`src/rtl/addr_gen_seq_pkg.sv`:
```
// -----------------------------------------------------------------------------
// addr_gen_seq_pkg
//   Shared constants for the effective-address sequencer:
//     - default address/data width and in-page offset width
//     - auto-index pointer window (absolute addresses 0010..0017 octal)
//     - sequencer state encoding
// -----------------------------------------------------------------------------
package addr_gen_seq_pkg;

    localparam int AW_DEF         = 12;
    localparam int PAGE_BITS_DEF  = 7;
    localparam int AUTOINC_LO_DEF = 8;   // octal 0010
    localparam int AUTOINC_HI_DEF = 15;  // octal 0017

    typedef enum logic [1:0] {
        ST_IDLE   = 2'd0,
        ST_RD_PTR = 2'd1,
        ST_WR_PTR = 2'd2,
        ST_DONE   = 2'd3
    } state_t;

endpackage

```
`src/rtl/addr_gen_ea.sv`:
```
// -----------------------------------------------------------------------------
// addr_gen_ea
//   Combinational effective-address former. Concatenates the selected page
//   number (current page or page zero) with the instruction's in-page offset,
//   and flags whether the resulting absolute address lies in the auto-index
//   pointer window.
// Ports
//   cur_page   in   1                 1: use pc_page, 0: page zero
//   offset     in   PAGE_BITS         in-page offset from the instruction
//   pc_page    in   AW-PAGE_BITS      page-number field of the program counter
//   ea         out  AW                effective address
//   autoinc    out  1                 ea is inside [AUTOINC_LO, AUTOINC_HI]
// -----------------------------------------------------------------------------
module addr_gen_ea
    import addr_gen_seq_pkg::*;
#(
    parameter int AW         = AW_DEF,
    parameter int PAGE_BITS  = PAGE_BITS_DEF,
    parameter int AUTOINC_LO = AUTOINC_LO_DEF,
    parameter int AUTOINC_HI = AUTOINC_HI_DEF
) (
    input  logic                    cur_page,
    input  logic [PAGE_BITS-1:0]    offset,
    input  logic [AW-PAGE_BITS-1:0] pc_page,
    output logic [AW-1:0]           ea,
    output logic                    autoinc
);

    logic [AW-PAGE_BITS-1:0] page;

    assign page = cur_page ? pc_page : '0;
    assign ea   = {page, offset};

    // The window test is on the absolute address, so a current-page reference
    // while executing in page zero qualifies exactly like a page-zero one.
    assign autoinc = (ea >= AW'(AUTOINC_LO)) && (ea <= AW'(AUTOINC_HI));

endmodule

```
`src/rtl/addr_gen_seq.sv`:
```
// -----------------------------------------------------------------------------
// addr_gen_seq
//   Clocked effective-address generator for memory-reference instructions.
//   Handles direct (zero page / current page), indirect, and auto-increment
//   indirect addressing, and owns the pointer read / write-back memory cycles.
// Ports
//   iCLK       in   1          clock, rising edge
//   iRST_N     in   1          asynchronous active-low reset
//   iSTART     in   1          request, accepted only while oBUSY=0
//   iCUR_PAGE  in   1          1: page from iPC, 0: page zero
//   iINDIRECT  in   1          1: EA holds a pointer to the operand address
//   iOFFSET    in   PAGE_BITS  in-page offset
//   iPC        in   AW         program counter (page source)
//   oMREQ      out  1          memory request, held until iMACK
//   oMWE       out  1          1 = write cycle
//   oMADDR     out  AW         memory address
//   oMWDATA    out  AW         write data (incremented pointer)
//   iMDATA     in   AW         read data, valid with iMACK on a read
//   iMACK      in   1          memory acknowledge, one cycle per transfer
//   oADDR      out  AW         final operand address
//   oDONE      out  1          one-cycle pulse, oADDR valid
//   oBUSY      out  1          high in every state except IDLE
// -----------------------------------------------------------------------------
module addr_gen_seq
    import addr_gen_seq_pkg::*;
#(
    parameter int AW         = AW_DEF,
    parameter int PAGE_BITS  = PAGE_BITS_DEF,
    parameter int AUTOINC_LO = AUTOINC_LO_DEF,
    parameter int AUTOINC_HI = AUTOINC_HI_DEF
) (
    input  logic                 iCLK,
    input  logic                 iRST_N,
    input  logic                 iSTART,
    input  logic                 iCUR_PAGE,
    input  logic                 iINDIRECT,
    input  logic [PAGE_BITS-1:0] iOFFSET,
    input  logic [AW-1:0]        iPC,
    output logic                 oMREQ,
    output logic                 oMWE,
    output logic [AW-1:0]        oMADDR,
    output logic [AW-1:0]        oMWDATA,
    input  logic [AW-1:0]        iMDATA,
    input  logic                 iMACK,
    output logic [AW-1:0]        oADDR,
    output logic                 oDONE,
    output logic                 oBUSY
);

    state_t        state;
    logic [AW-1:0] ea;
    logic          ea_autoinc;
    logic          autoinc_q;   // auto-index decision captured at accept

    // Only the page field of the PC is meaningful here.
    logic          unused_pc_lo;
    assign unused_pc_lo = ^iPC[PAGE_BITS-1:0];

    addr_gen_ea #(
        .AW         (AW),
        .PAGE_BITS  (PAGE_BITS),
        .AUTOINC_LO (AUTOINC_LO),
        .AUTOINC_HI (AUTOINC_HI)
    ) u_ea (
        .cur_page (iCUR_PAGE),
        .offset   (iOFFSET),
        .pc_page  (iPC[AW-1:PAGE_BITS]),
        .ea       (ea),
        .autoinc  (ea_autoinc)
    );

    // NOTE: every register here, outputs included, is cleared by the async
    // reset and updated with non-blocking assignments so all of them change
    // together on the edge and no block sees another's half-updated value.
    always_ff @(posedge iCLK or negedge iRST_N) begin
        if (!iRST_N) begin
            state     <= ST_IDLE;
            autoinc_q <= 1'b0;
            oMREQ     <= 1'b0;
            oMWE      <= 1'b0;
            oMADDR    <= '0;
            oMWDATA   <= '0;
            oADDR     <= '0;
            oDONE     <= 1'b0;
            oBUSY     <= 1'b0;
        end else begin
            oDONE <= 1'b0;
            case (state)
                ST_IDLE: begin
                    if (iSTART) begin
                        autoinc_q <= ea_autoinc;
                        oBUSY     <= 1'b1;
                        if (iINDIRECT) begin
                            // oMADDR doubles as the latched EA for both the
                            // pointer read and any write-back.
                            state  <= ST_RD_PTR;
                            oMREQ  <= 1'b1;
                            oMWE   <= 1'b0;
                            oMADDR <= ea;
                        end else begin
                            state <= ST_DONE;
                            oADDR <= ea;
                            oDONE <= 1'b1;
                        end
                    end
                end

                ST_RD_PTR: begin
                    if (iMACK) begin
                        if (autoinc_q) begin
                            // Request stays up; it turns into the write-back.
                            state   <= ST_WR_PTR;
                            oMWE    <= 1'b1;
                            oMWDATA <= iMDATA + AW'(1);
                        end else begin
                            state <= ST_DONE;
                            oMREQ <= 1'b0;
                            oADDR <= iMDATA;
                            oDONE <= 1'b1;
                        end
                    end
                end

                ST_WR_PTR: begin
                    if (iMACK) begin
                        // Pre-increment: the operand address is the updated pointer.
                        state <= ST_DONE;
                        oMREQ <= 1'b0;
                        oMWE  <= 1'b0;
                        oADDR <= oMWDATA;
                        oDONE <= 1'b1;
                    end
                end

                ST_DONE: begin
                    state <= ST_IDLE;
                    oBUSY <= 1'b0;
                end

                default: begin
                    state <= ST_IDLE;
                    oMREQ <= 1'b0;
                    oMWE  <= 1'b0;
                    oBUSY <= 1'b0;
                end
            endcase
        end
    end

endmodule

```
`config.mk`:
```
export PLATFORM = sky130hd
export DESIGN_NAME = addr_gen_seq
export DESIGN_NICKNAME = d
export VERILOG_FILES = /design/src/rtl/addr_gen_seq_pkg.sv /design/src/rtl/addr_gen_ea.sv /design/src/rtl/addr_gen_seq.sv
export SDC_FILE = /design/constraint.sdc
export NUM_CORES = 1
export LEC_CHECK = 0
export BUFFER_PORTS_ARGS = -buffer_cell sky130_fd_sc_hd__buf_2
export CORE_UTILIZATION = 40
export CTS_CLUSTER_DIAMETER = 80
export DETAILED_ROUTE_END_ITERATION = 12
export PLACE_DENSITY = 0.66
export SLEW_MARGIN = 20
export SYNTH_ARGS = -nofsm -noshare
export SYNTH_HDL_FRONTEND = slang
export SYNTH_SLANG_ARGS = --single-unit
```
`constraint.sdc`:
```
create_clock -name iCLK -period 5.3 [get_ports iCLK]
set_input_delay 1.06 -clock iCLK [delete_from_list [all_inputs] [get_ports iCLK]]
set_output_delay 1.06 -clock iCLK [all_outputs]
set_load 0.02 [all_outputs]
```
==> run metrics, run 1 <==
Max Cap Viol=0; crit path to=oMWDATA[1]$_DFFE_PN0P_; first-pass GRT wire length=8397 microns; routed via count=1806; cts repair resizes=0; ant diodes=0; Root Driver=clkbuf_8; Ports=77; leading post-synthesis cells by instance count=dfrtp_1, nand2_1, o21ai_0, a21oi_1, a22oi_1; Post-synth EDFFs=0; area delta synth->final=22.12%; GRT Overall Usage=18.02%; synth top area cells=dfrtp_1, mux2_4, mux2_2, nand2_1, o21ai_0; DRC Markers=0; most frequent cell after synthesis=dfrtp_1; Peak supply drop=0.3040 mV; hold wc startpoint=oMADDR[11]$_DFFE_PN0P_; max_slew headroom=35.65%; Die Area=5890 sq um; slowest cell on the critical path=nand3_1; worst skew pair latency=0.29 ns; Critical Path Source=state[1]$_DFFE_PN0P_; syn nets=261; Fin. Hold Viols=0; largest net degree at the start of global routing=44; slowest cell delay on critical path=0.71 ns; delay-heaviest family, CP=simple AND/OR/NAND/NOR gates; Yosys reg bits=43; CTS tree=done; max frequency=401.8 MHz; initial antenna violation count=0; flop-to-flop setup slack=2.81 ns; Vias/cell=5.102; Die Wd=76.75 microns; Reg2Reg Depth=4; Worst Tran Pin Value=0.9652 ns; register area share after synthesis=48.15%; CP arrival=2.66 ns; post-synth top area cell=dfrtp_1; First-pass DRT Iterations=4; crit-path cells=inv_1 > ha_1 > nand3_1 > mux2_2; Final Max Slew Viols=0; Critical Path Sink Type=flop; RSZ-0062 raised after global routing=no; HPWL after DPL=3607 microns; Post-Synthesis Cells=219; die height=76.75 microns; fin worst setup slack=2.811 ns; RR Startpoint=state[1]$_DFFE_PN0P_; min Tclk post-route=2.489 ns; Cell Rows=26; prevailing post-synth register cell=dfrtp_1; Clock Sinks=43; Worst-path clk slew=0.08 ns; wire per inst=14.12 microns; Synth top area share=48.15%; port bufs=69; post-synth cell types=29; core area=5238 sq um; status=finished, final reports clean; CTS Buffer Depth=2; Place WS=2.805 ns; post-synthesis average cell area=10.20 sq um; ys async rst share=100.0%; pwr dens=655.4 nW/um^2; vias in the first global route=1763; Req. time, crit path=5.47 ns; GPL Wtd Cong=0.7500; Final ANT Viol Nets=0; GRT overflow=0; Final nets=325; Post-CTS Setup Bufs=0; TritonCTS buffer count=5; final setup violation count=0; DRT iter0 DRCs=71; Clock Skews=0.009248 ns; share of cells above drive strength 1=34.86%; Worst Hold Class=reg -> reg; CP bufs+invs=1; WL final=5000 microns; Pleak=1.337 nW; Hold-fix buffers, CTS=0; Ys Warns=0; Worst Path Max Fanout=23; Syn Std Cell Area=2235 sq um; R2R Path End=oMWDATA[1]$_DFFE_PN0P_; final core utilization=52.10%; Startpoint Class=flop; H-Tree Depth=2; WP depth=4; setup TNS=0 ns; initial core utilization=42.67%; final period utilization=46.96%; Setup CP Type=reg -> reg
-- layout make-up --
cell class              count  area (sq um)
well taps                  70         87.58
inverters                  10         37.54
clock buffers               6         72.57
flip-flops and latches     43          1076
fillers                   491          2509
repair buffers             69         345.3
clock inverters             2         60.06
multi-input cells         154          1050
-- tightest hold or removal path: stages, from the launching register on --
cell,delay [ns]
dfrtp_1,0.34
nand2_1,0.04
o21ai_0,0.06
-- layout by cell type (no fill, tap or decap) --
| master | n |
|---|---|
| clkbuf_8 | 5 |
| nor2b_1 | 1 |
| a2bb2oi_4 | 1 |
| xor2_1 | 1 |
| o22a_1 | 1 |
| o21ai_0 | 21 |
| buf_2 | 69 |
| bufinv_16 | 2 |
| nor3_1 | 3 |
| nor4b_1 | 1 |
| a22oi_1 | 13 |
| xnor2_1 | 9 |
| nor4_1 | 1 |
| nor2_4 | 1 |
| dfrtp_1 | 43 |
| mux2i_1 | 2 |
| a21oi_1 | 20 |
| and3_4 | 1 |
| clkbuf_1 | 1 |
| inv_1 | 10 |
| a31oi_1 | 2 |
| mux2_2 | 10 |
| nor2_1 | 12 |
| nand3_1 | 8 |
| mux2_4 | 10 |
| ha_1 | 5 |
| nand4_1 | 1 |
| nand2_1 | 29 |
| or4_1 | 1 |
-- how the worst min path moves through the flow --
stage,end,cells after the start
6_report,oMADDR[11]$_DFFE_PN0P_,2
5_1_grt,oMADDR[5]$_DFFE_PN0P_,1
4_1_cts,oMADDR[9]$_DFFE_PN0P_,2
3_5_place_dp,oMADDR[9]$_DFFE_PN0P_,2
3_3_place_gp,oMADDR[10]$_DFFE_PN0P_,2
2_1_floorplan,autoinc_q$_DFFE_PN0P_,2
-- report_power, final --
| part | switching, mW | total (mW) | internal, mW |
|---|---|---|---|
| clock network | 0.109 | 0.297 | 0.188 |
| registers | 0.0666 | 0.526 | 0.459 |
| logic | 0.536 | 0.966 | 0.430 |
-- metal layers --
| layer | GRT usage [%] | vias to the layer above | share of wire [%] |
|---|---|---|---|
| met3 | 5.238 | 7 | 6.4 |
| met4 | 5.385 | 0 | 1.0 |
| met1 | 23.60 | 845 | 48 |
| li1 | - | 890 | - |
| met2 | 28.66 | 64 | 45 |
| met5 | 0 | - | 0 |
-- kinds of logic (layout without fill, tap and decap cells) --
logic type	count (synthesis)	count (layout)	synth area share (%)
AOI/OAI and AO/OA	58	58	15.68
and+or+nand+nor	59	59	11.93
muxes	22	22	12.65
xor gates and xnor gates	10	10	3.920
buffers and inverters	22	87	4.871
adders and majority gates	5	5	2.800
DFF	43	43	48.15
-- state kept, by name (all words and copies together) (netlist names) --
name,cells
autoinc_q,1
oADDR,12
oBUSY,1
oDONE,1
oMADDR,12
oMREQ,1
oMWDATA,12
oMWE,1
state,2
-- through the flow --
stage / cells / area [sq um] / hold slack, ns / power, mW
2_1_floorplan: 219 / 2235 / 0.5074 / 1.304
3_3_place_gp: 346 / 2596 / 0.4560 / 1.483
3_5_place_dp: 346 / 2596 / 0.4648 / 1.498
4_1_cts: 354 / 2729 / 0.4835 / 1.802
5_1_grt: 354 / 2729 / 0.5240 / 1.914
6_report: 354 / 2729 / 0.4765 / 1.789
Note: power is estimated with default switching activity, not from simulation.
==> run 2, diff against run 1 <==
==> constraint.sdc (replaced) <==
create_clock -name iCLK -period 2.4 [get_ports iCLK]
set_input_delay 0.48 -clock iCLK [delete_from_list [all_inputs] [get_ports iCLK]]
set_output_delay 0.48 -clock iCLK [all_outputs]
set_load 0.02 [all_outputs]
==> run 2 against run 1 <==
Effect of this change:
- clock-buffer cell count is the same
- critical path depth rose by 2
- core utilization rose by 0.29 points
- wire length increased by 2.9%
- flip-flop and latch count unchanged
- worst hold slack worse by 0.29 ns
- fmax up 21%
- sequential power is 120% higher
- clock skew fell by 0.0027 ns
- final area increased by 0.55%
- clock power rose by 60%
- power up 110%
==> run metrics, run 2 (same netlist as run 1, synthesis figures left out) <==
vias in the first global route=1796 (was 1763); max_slew headroom=59.30% (was 35.65%); GRT overflow=0 (unchanged); largest net degree at the start of global routing=29 (was 44); First-pass DRT Iterations=4 (unchanged); fin worst setup slack=0.3382 ns (was 2.811 ns); first-pass GRT wire length=8707 microns (was 8397 microns); CP bufs+invs=1 (unchanged); Clock Sinks=43 (unchanged); area delta synth->final=22.79% (was 22.12%); Post-CTS Setup Bufs=0 (unchanged); TritonCTS buffer count=5 (unchanged); Clock Skews=0.006562 ns (was 0.009248 ns); GRT Overall Usage=18.70% (was 18.02%); CP arrival=2.25 ns (was 2.66 ns); most frequent cells in the layout=buf_2, dfrtp_1, nand2_1 (unchanged); cts repair resizes=0 (unchanged); RSZ-0062 raised after global routing=no (unchanged); Cell Rows=26 (unchanged); Fin. Hold Viols=0 (unchanged); Final ANT Viol Nets=0 (unchanged); total power=3.815 mW (was 1.789 mW); Worst Path Max Fanout=12 (was 23); initial antenna violation count=0 (unchanged); CTS Buffer Depth=2 (unchanged); Pleak=1.356 nW (was 1.337 nW); CTS tree=done (unchanged); Hold-fix buffers, CTS=0 (unchanged); Final nets=333 (was 325); worst skew pair latency=0.30 ns (was 0.29 ns); Vias/cell=5.091 (was 5.102); GPL Wtd Cong=0.7838 (was 0.7500); Place WS=0.3713 ns (was 2.805 ns); Req. time, crit path=2.58 ns (was 5.47 ns); DRC Markers=0 (unchanged); port bufs=69 (unchanged); DRT iter0 DRCs=92 (was 71); wire per inst=14.25 microns (was 14.12 microns); final setup violation count=0 (unchanged); Max Cap Viol=0 (unchanged); final period utilization=85.91% (was 46.96%); fillcell total=504 (was 491); HPWL after DPL=3798 microns (was 3607 microns); setup TNS=0 ns (unchanged); initial core utilization=42.67% (unchanged); top flop regs=oADDR (12), oMADDR (12), oMWDATA (12) (unchanged); die height=76.75 microns (unchanged); ant diodes=0 (unchanged); Worst-path clk slew=0.08 ns (about the same); core area=5238 sq um (unchanged); Critical Path Sink Type=flop (unchanged); Final Max Slew Viols=0 (unchanged); Die Area=5890 sq um (unchanged); Setup CP Type=reg -> reg (unchanged); Die Wd=76.75 microns (unchanged); min Tclk post-route=2.062 ns (was 2.489 ns); slowest cell on the critical path=dfrtp_1 (was nand3_1); crit-path cells=inv_1 > ha_1 > nor2_1 > a21oi_1 > and3_4 > mux2_2 (was inv_1 > ha_1 > nand3_1 > mux2_2); commonest non-fill, non-tap cell in the layout=buf_2 (unchanged); Worst Tran Pin Value=0.6105 ns (was 0.9652 ns); status=finished, final reports clean (unchanged); pwr dens=1391 nW/um^2 (was 655.4 nW/um^2); max frequency=485.0 MHz (was 401.8 MHz); H-Tree Depth=2 (unchanged); Ports=77 (unchanged); delay-heaviest family, CP=simple AND/OR/NAND/NOR gates (unchanged); Root Driver=clkbuf_8 (unchanged); routed via count=1838 (was 1806); Worst Hold Class=in -> async (was reg -> reg); Startpoint Class=flop (unchanged); Peak supply drop=0.8209 mV (was 0.3040 mV); WL final=5145 microns (was 5000 microns); share of cells above drive strength 1=36.77% (was 34.86%); slowest cell delay on critical path=0.41 ns (was 0.71 ns)
-- run 2: cell types whose count changed in the layout (fill, tap and decap cells not counted) --
cell       delta
buf_4         +8
bufinv_16     -2
clkbuf_1      -1
clkbuf_8      +1
clkinv_2      +1
-- run 2: report_power, final --
group / total, mW / internal [mW] / switching, mW
logic: 2.17 / 0.983 / 1.19
registers: 1.17 / 1.01 / 0.155
clock network: 0.474 / 0.226 / 0.247
total: 3.82 / 2.22 / 1.59
-- run 2: final cells by class --
cell class / count / area (sq um) / share of cell area, %
Clock inverter: 1 / 5.005 / 0.1824
Tap cell: 70 / 87.58 / 3.192
Multi-Input combinational cell: 154 / 1050 / 38.26
Clock buffer: 6 / 82.58 / 3.010
Inverter: 10 / 37.54 / 1.368
Timing Repair Buffer: 77 / 405.4 / 14.77
Sequential cell: 43 / 1076 / 39.22
-- run 2: per-stage QoR --
stage / cells / instance area, sq um / utilization [%] / hold slack (ns)
after global routing: 361 / 2744 / 52.39 / 0.2457
final: 361 / 2744 / 52.39 / 0.1890
after global placement: 354 / 2656 / 50.72 / 0.4574
after CTS: 361 / 2744 / 52.39 / 0.2066
after detailed placement: 354 / 2656 / 50.72 / 0.4664
after floorplan: 219 / 2235 / - / 0.1844
-- run 2: path summary, 6_finish.rpt --
kind                                         from                     end  slack (ns)  cells past startpoint
min in group iCLK                      iOFFSET[2]   oMADDR[2]$_DFFE_PN0P_        0.43                      2
max                          state[0]$_DFFE_PN0P_    oADDR[2]$_DFFE_PN0P_        0.34                      6
max reg2reg                  state[0]$_DFFE_PN0P_    oADDR[2]$_DFFE_PN0P_        0.34                      6
min reg2reg                oMADDR[11]$_DFFE_PN0P_  oMADDR[11]$_DFFE_PN0P_        0.48                      2
min                                        iRST_N       oBUSY$_DFFE_PN0P_        0.19                      1
max in group asynchronous                  iRST_N   oMADDR[9]$_DFFE_PN0P_        1.62                      2
-- run 2: routing by layer --
metal  GRT usage (%)  up-vias  share of wire (%)
li1                -      899                  -
met1           24.59      859                 45
met2           29.64       69                 46
met3           5.238       11                6.2
met4           5.769        0                2.0
met5               0        -                  0
